===== src/rtl/riscv_ctrl_pkg.sv =====
// Shared encodings for the multicycle RV32I controller: FSM states, opcodes,
// ALU op codes and datapath select encodings. ILLEGAL_TRAP_EN adds the TRAP state.
package riscv_ctrl_pkg;

  typedef enum logic [3:0] {
    S_FETCH,
    S_DECODE,
    S_MEMADR,
    S_MEMREAD,
    S_MEMWB,
    S_MEMWRITE,
    S_EXECUTER,
    S_EXECUTEI,
    S_ALUWB,
    S_BEQ,
    S_JAL
`ifdef ILLEGAL_TRAP_EN
    , S_TRAP
`endif
  } state_t;

  typedef enum logic [1:0] {
    ALUOP_ADD   = 2'b00,
    ALUOP_SUB   = 2'b01,
    ALUOP_FUNCT = 2'b10
  } aluop_t;

  localparam logic [6:0] OP_LW  = 7'b0000011;
  localparam logic [6:0] OP_SW  = 7'b0100011;
  localparam logic [6:0] OP_R   = 7'b0110011;
  localparam logic [6:0] OP_I   = 7'b0010011;
  localparam logic [6:0] OP_BEQ = 7'b1100011;
  localparam logic [6:0] OP_JAL = 7'b1101111;

  localparam logic [2:0] ALU_ADD = 3'b000;
  localparam logic [2:0] ALU_SUB = 3'b001;
  localparam logic [2:0] ALU_AND = 3'b010;
  localparam logic [2:0] ALU_OR  = 3'b011;
  localparam logic [2:0] ALU_SLT = 3'b101;

  localparam logic [1:0] RES_ALUOUT    = 2'b00;
  localparam logic [1:0] RES_DATA      = 2'b01;
  localparam logic [1:0] RES_ALURESULT = 2'b10;

  localparam logic [1:0] SRCA_PC    = 2'b00;
  localparam logic [1:0] SRCA_OLDPC = 2'b01;
  localparam logic [1:0] SRCA_RS1   = 2'b10;

  localparam logic [1:0] SRCB_RS2  = 2'b00;
  localparam logic [1:0] SRCB_IMM  = 2'b01;
  localparam logic [1:0] SRCB_FOUR = 2'b10;

  localparam logic [1:0] IMM_I = 2'b00;
  localparam logic [1:0] IMM_S = 2'b01;
  localparam logic [1:0] IMM_B = 2'b10;
  localparam logic [1:0] IMM_J = 2'b11;

  function automatic logic [1:0] imm_src(input logic [6:0] op);
    case (op)
      OP_SW:   return IMM_S;
      OP_BEQ:  return IMM_B;
      OP_JAL:  return IMM_J;
      default: return IMM_I;
    endcase
  endfunction

endpackage


===== src/rtl/multicycle_controller_aludec.sv =====
// ALU decoder: maps ALUOp plus instruction funct fields onto the ALU op code.
module aludec
  import riscv_ctrl_pkg::*;
(
  input  aluop_t      aluop,
  input  logic [2:0]  funct3,
  input  logic        op5,
  input  logic        funct7b5,
  output logic [2:0]  alucontrol
);

  always_comb begin
    // NOTE: default assignment first so every path drives alucontrol; no latch.
    alucontrol = ALU_ADD;
    case (aluop)
      ALUOP_SUB: alucontrol = ALU_SUB;
      ALUOP_FUNCT: begin
        case (funct3)
          3'b000:  alucontrol = (op5 && funct7b5) ? ALU_SUB : ALU_ADD;  // only R-type sub
          3'b010:  alucontrol = ALU_SLT;
          3'b110:  alucontrol = ALU_OR;
          3'b111:  alucontrol = ALU_AND;
          default: alucontrol = ALU_ADD;
        endcase
      end
      default: alucontrol = ALU_ADD;
    endcase
  end

endmodule


===== src/rtl/multicycle_controller.sv =====
// Moore main FSM for the multicycle RV32I datapath with MemReady stalls.
// Define ILLEGAL_TRAP_EN to trap unknown opcodes in an absorbing TRAP state.
module multicycle_controller
  import riscv_ctrl_pkg::*;
(
  input  logic       clk,
  input  logic       reset_n,
  input  logic [6:0] op,
  input  logic [2:0] funct3,
  input  logic       funct7b5,
  input  logic       Zero,
  input  logic       MemReady,
  output logic       PCWrite,
  output logic       AdrSrc,
  output logic       MemWrite,
  output logic       IRWrite,
  output logic [1:0] ResultSrc,
  output logic [1:0] ALUSrcA,
  output logic [1:0] ALUSrcB,
  output logic [1:0] ImmSrc,
  output logic       RegWrite,
`ifdef ILLEGAL_TRAP_EN
  output logic       IllegalInstr,
`endif
  output logic [2:0] ALUControl
);

  state_t state, state_next;
  aluop_t aluop;
  logic   pcw, mw, irw, rw;

  // NOTE: sequential state uses non-blocking assignment; comb logic uses blocking.
  always_ff @(posedge clk or negedge reset_n) begin
    if (!reset_n) state <= S_FETCH;
    else          state <= state_next;
  end

  always_comb begin
    state_next = state;
    case (state)
      S_FETCH:   if (MemReady) state_next = S_DECODE;
      S_DECODE: begin
        case (op)
          OP_LW, OP_SW: state_next = S_MEMADR;
          OP_R:         state_next = S_EXECUTER;
          OP_I:         state_next = S_EXECUTEI;
          OP_BEQ:       state_next = S_BEQ;
          OP_JAL:       state_next = S_JAL;
`ifdef ILLEGAL_TRAP_EN
          default:      state_next = S_TRAP;
`else
          default:      state_next = S_FETCH;  // unknown opcode runs as a NOP
`endif
        endcase
      end
      S_MEMADR:   state_next = (op == OP_LW) ? S_MEMREAD : S_MEMWRITE;
      S_MEMREAD:  if (MemReady) state_next = S_MEMWB;
      S_MEMWB:    state_next = S_FETCH;
      S_MEMWRITE: if (MemReady) state_next = S_FETCH;
      S_EXECUTER: state_next = S_ALUWB;
      S_EXECUTEI: state_next = S_ALUWB;
      S_ALUWB:    state_next = S_FETCH;
      S_BEQ:      state_next = S_FETCH;
      S_JAL:      state_next = S_ALUWB;
`ifdef ILLEGAL_TRAP_EN
      S_TRAP:     state_next = S_TRAP;
`endif
      default:    state_next = S_FETCH;
    endcase
  end

  always_comb begin
    pcw       = 1'b0;
    mw        = 1'b0;
    irw       = 1'b0;
    rw        = 1'b0;
    AdrSrc    = 1'b0;
    ResultSrc = RES_ALUOUT;
    ALUSrcA   = SRCA_PC;
    ALUSrcB   = SRCB_RS2;
    aluop     = ALUOP_ADD;
    case (state)
      S_FETCH: begin
        ALUSrcB   = SRCB_FOUR;
        ResultSrc = RES_ALURESULT;
        irw       = MemReady;
        pcw       = MemReady;
      end
      S_DECODE: begin
        ALUSrcA = SRCA_OLDPC;
        ALUSrcB = SRCB_IMM;
      end
      S_MEMADR: begin
        ALUSrcA = SRCA_RS1;
        ALUSrcB = SRCB_IMM;
      end
      S_MEMREAD:  AdrSrc = 1'b1;
      S_MEMWB: begin
        ResultSrc = RES_DATA;
        rw        = 1'b1;
      end
      S_MEMWRITE: begin
        AdrSrc = 1'b1;
        mw     = 1'b1;
      end
      S_EXECUTER: begin
        ALUSrcA = SRCA_RS1;
        aluop   = ALUOP_FUNCT;
      end
      S_EXECUTEI: begin
        ALUSrcA = SRCA_RS1;
        ALUSrcB = SRCB_IMM;
        aluop   = ALUOP_FUNCT;
      end
      S_ALUWB:    rw = 1'b1;
      S_BEQ: begin
        ALUSrcA = SRCA_RS1;
        aluop   = ALUOP_SUB;
        pcw     = Zero;
      end
      S_JAL: begin
        ALUSrcA = SRCA_OLDPC;
        ALUSrcB = SRCB_FOUR;
        pcw     = 1'b1;
      end
      default: ;
    endcase
  end

  // Enables are masked by reset_n itself so they drop without waiting for a clock.
  assign PCWrite  = pcw & reset_n;
  assign MemWrite = mw  & reset_n;
  assign IRWrite  = irw & reset_n;
  assign RegWrite = rw  & reset_n;
  assign ImmSrc   = imm_src(op);

`ifdef ILLEGAL_TRAP_EN
  assign IllegalInstr = (state == S_TRAP) && reset_n;
`endif

  aludec u_aludec (
    .aluop      (aluop),
    .funct3     (funct3),
    .op5        (op[5]),
    .funct7b5   (funct7b5),
    .alucontrol (ALUControl)
  );

endmodule


===== config.mk =====
export PLATFORM = sky130hd
export DESIGN_NAME = multicycle_controller
export DESIGN_NICKNAME = d
export VERILOG_FILES = /design/src/rtl/riscv_ctrl_pkg.sv /design/src/rtl/multicycle_controller_aludec.sv /design/src/rtl/multicycle_controller.sv
export SDC_FILE = /design/constraint.sdc
export NUM_CORES = 1
export LEC_CHECK = 0
export ABC_AREA = 1
export BUFFER_PORTS_ARGS = -buffer_cell sky130_fd_sc_hd__buf_2
export CORE_AREA = 10 10 47 49
export CTS_CLUSTER_DIAMETER = 60
export DETAILED_ROUTE_END_ITERATION = 8
export DIE_AREA = 0 0 57 59
export PLACE_DENSITY = 0.7
export SLEW_MARGIN = 20
export SYNTH_ARGS = -nofsm -noshare
export SYNTH_HDL_FRONTEND = slang
export SYNTH_SLANG_ARGS = --single-unit

===== constraint.sdc =====
create_clock -name clk -period 2 [get_ports clk]
set_input_delay 0.6 -clock clk [delete_from_list [all_inputs] [get_ports clk]]
set_output_delay 0.6 -clock clk [all_outputs]
set_load 0.01 [all_outputs]

==> summary.md <==
| Metric | Value |
|---|---|
| First-pass GRT wire length | 3574 um |
| Total of max-cap violations | 0 |
| Status | complete, but fails checks |
| Top flop regs | state: 4 flops |
| Finish-stage setup viols | 5 |
| Slew @ Worst Pin | 187.7 ps |
| CTS clk-pin slew, worst paths | 40 ps |
| Largest net degree at the start of global routing | 6 |
| Switching share of power | 46.97% |
| Total Neg Setup Slack | -330.8 ps |
| Fin. max-slew vios | 0 |
| Final WL | 2253 um |
| Register area share after synthesis | 18.74% |
| Vias per Instance | 5.042 |
| Post-Syn Area | 534.3 um2 |
| Post-synthesis average cell area | 5.452 um2 |
| Total net switching power | 0.2991 mW |
| R2R cell count | 9 |
| Fillers | 120 |
| Port Buffers | 30 |
| Post-synth top area share | 21.08% |
| Vias | 842 |
| Type of origin of the critical path | flop |
| Die Width | 57 um |
| Clock network power share | 16.3% |
| Worst-Skew Late Latency | 240 ps |
| Final min period | 2106 ps |
| Max Clk Rate | 474.8 MHz |
| Hold crit path type | input pin to asynchronous set/reset pin |
| CTS tree | yes |
| Initial antenna violation count | 0 |
| Period utilization | 105.3% |
| Count of different cell masters after synthesis | 20 |
| RD Place Congestion | 0.7612 |
| PwrDens | 633.1 nW/um2 |
| IO Pins | 31 |
| Num rows | 14 |
| RSZ-0062 raised after global routing | yes |
| Clk buf depth | 2 |
| Flip-flop and latch area | 100.1 um2 |
| Clock skew | 3.430 ps |
| Die Area | 3363 um2 |
| Seq pwr share | 17.3% |
| P_leak | 0.5775 nW |
| Drt drc | 0 |
| Worst-path fanout max | 2 |
| Setup crit end kind | primary output |
| Mapped Nets | 115 |
| Root buffer cell | clkbuf_4 |
| Final Non-Filler Cells | 167 |
| Internal power | 0.3377 mW |
| Num Clock Sinks | 4 |
| Share of cells above drive strength 1 | 55.63% |
| Vias in the first global route | 882 |
| Drt wl/cell | 13.49 um |
| FF+latch count, synth | 4 |
| Remaining antenna violation count | 0 |
| Dpl cells | 153 |
| Drt initial violations | 16 |
| Die height | 59 um |
| Area grow syn2layout | 88.29% |
| Yosys top cell by area | nand2_1 |
| Htree depth | 1 |
| Headroom to the max-slew limit | 87.41% |
| Crit Path Class | flop to primary output |
| Mapped Cells | 98 |
| Warnings, synthesis | 0 |
| Area of the multi-input gates | 470.5 um2 |
| VDD IR max | 0.0004373 V |
| Crit path DAT | 1510 ps |
| Max reg flops | 4 |
| Final Hold Viols | 0 |
| DRT Pass-1 Iters | 4 |
| CP Data Required Time | 1400 ps |
| Hold Buf Count CTS | 0 |
| # diodes | 0 |
| Combinational power share | 66.5% |
| Synth area leaders | nand2_1 21%, dfrtp_1 19%, inv_1 13% |
| Fin nets | 170 |
| GRT overflow | 0 |
| CTS Buf Count | 3 |
| Hold WS | 251.8 ps |
| Violated checks | negative setup slack |
| Initial Util | 38.12% |
| Worst setup margin | -106.2 ps |
| Core Box Area | 1401 um2 |
| Detail Placement HPWL | 1554 um |
| Tot GR Track Use | 13.03% |
| Biggest register | state |
## routing by layer
metal	part of all wire, %	global-route usage [%]
met3	5.0	3.004
met5	0	0
met1	36	11.19
met2	54	24.19
met4	5.0	12.42
## cell families after synthesis
| group | synth area share [%] |
|---|---|
| simple gates | 54.57 |
| compound gates | 7.961 |
| buf+inv | 14.05 |
| flops | 18.74 |
| fa+ha+maj | 4.683 |
## stage by stage
step | power, mW | area (um2) | utilization (%) | worst slack [ps]
finish | 0.6368 | 1006 | 71.79 | -106.2
global route | 0.6885 | 1006 | 71.79 | -194.9
global placement | 0.4393 | 772.0 | 55.09 | 52.70
detailed placement | 0.4450 | 772.0 | 55.09 | 50.90
floorplan | 0.3038 | 534.3 | - | 6.916
CTS | 0.5703 | 928.4 | 66.25 | -80.25
## area by class of cell
cell class / instances / area share, %
Multi-Input combinational cell: 74 / 46.77
Sequential cell: 4 / 9.950
Inverter: 20 / 7.711
Clock buffer: 3 / 2.239
Timing Repair Buffer: 50 / 31.34
Tap cell: 16 / 1.990
## final timing paths
kind                               start  endpoint  slack, ps
worst max-delay path            state[2]  RegWrite       -110
worst min-delay path             reset_n  state[2]        250
worst max register to register  state[3]  state[0]        690
worst min register to register  state[0]  state[0]        710
max in group asynchronous        reset_n  state[3]       1640
min in group clk                MemReady  state[1]        630
## timing repair
item	CTS	global route
pin swaps	10	6
buffers inserted	9	3
gates cloned	0	0
setup endpoints to repair	7	11
resized for setup	20	19
## critical path, cell delays in order, from the launching register on
cell      delay [ps]
dfrtp_1          400
inv_2             90
nand2_2           80
buf_4            140
buf_4            120
buf_4            120
a211oi_2         170
buf_2            160
## Yosys cell counts
cell	n
a21oi_1	2
or2_2	1
a211oi_1	1
inv_1	19
nor2_4	1
o211ai_1	2
nand4_1	3
o21ai_0	1
and3_1	1
nand3_2	1
inv_2	1
ha_1	2
nand3_1	12
dfrtp_1	4
o21ai_1	1
nor3_1	1
nand2_1	30
nor2_1	13
nand2_2	1
nor2_2	1
## power by group through the flow
stage                     registers (mW)  clock network, mW  logic (mW)
after floorplan                    0.112                  0       0.192
after global placement             0.107                  0       0.333
after detailed placement           0.106                  0       0.339
after CTS                          0.105              0.104       0.362
after global routing               0.111              0.115       0.463
final                              0.110              0.103       0.423
## placed cells by master (no fill, tap or decap), types with 2 or more instances in the layout
master | netlist | final
buf_6 | 0 | 4
nand2_4 | 0 | 2
ha_4 | 0 | 2
inv_1 | 19 | 12
buf_4 | 0 | 16
nand2_1 | 30 | 24
clkbuf_4 | 0 | 3
nor2_1 | 13 | 8
o211ai_1 | 2 | 2
dfrtp_1 | 4 | 4
nand4_1 | 3 | 3
inv_2 | 1 | 7
nor2_4 | 1 | 6
nand3_2 | 1 | 3
nand3_1 | 12 | 10
buf_2 | 0 | 30
nand2_2 | 1 | 5
(Power assumes the default switching activity.)
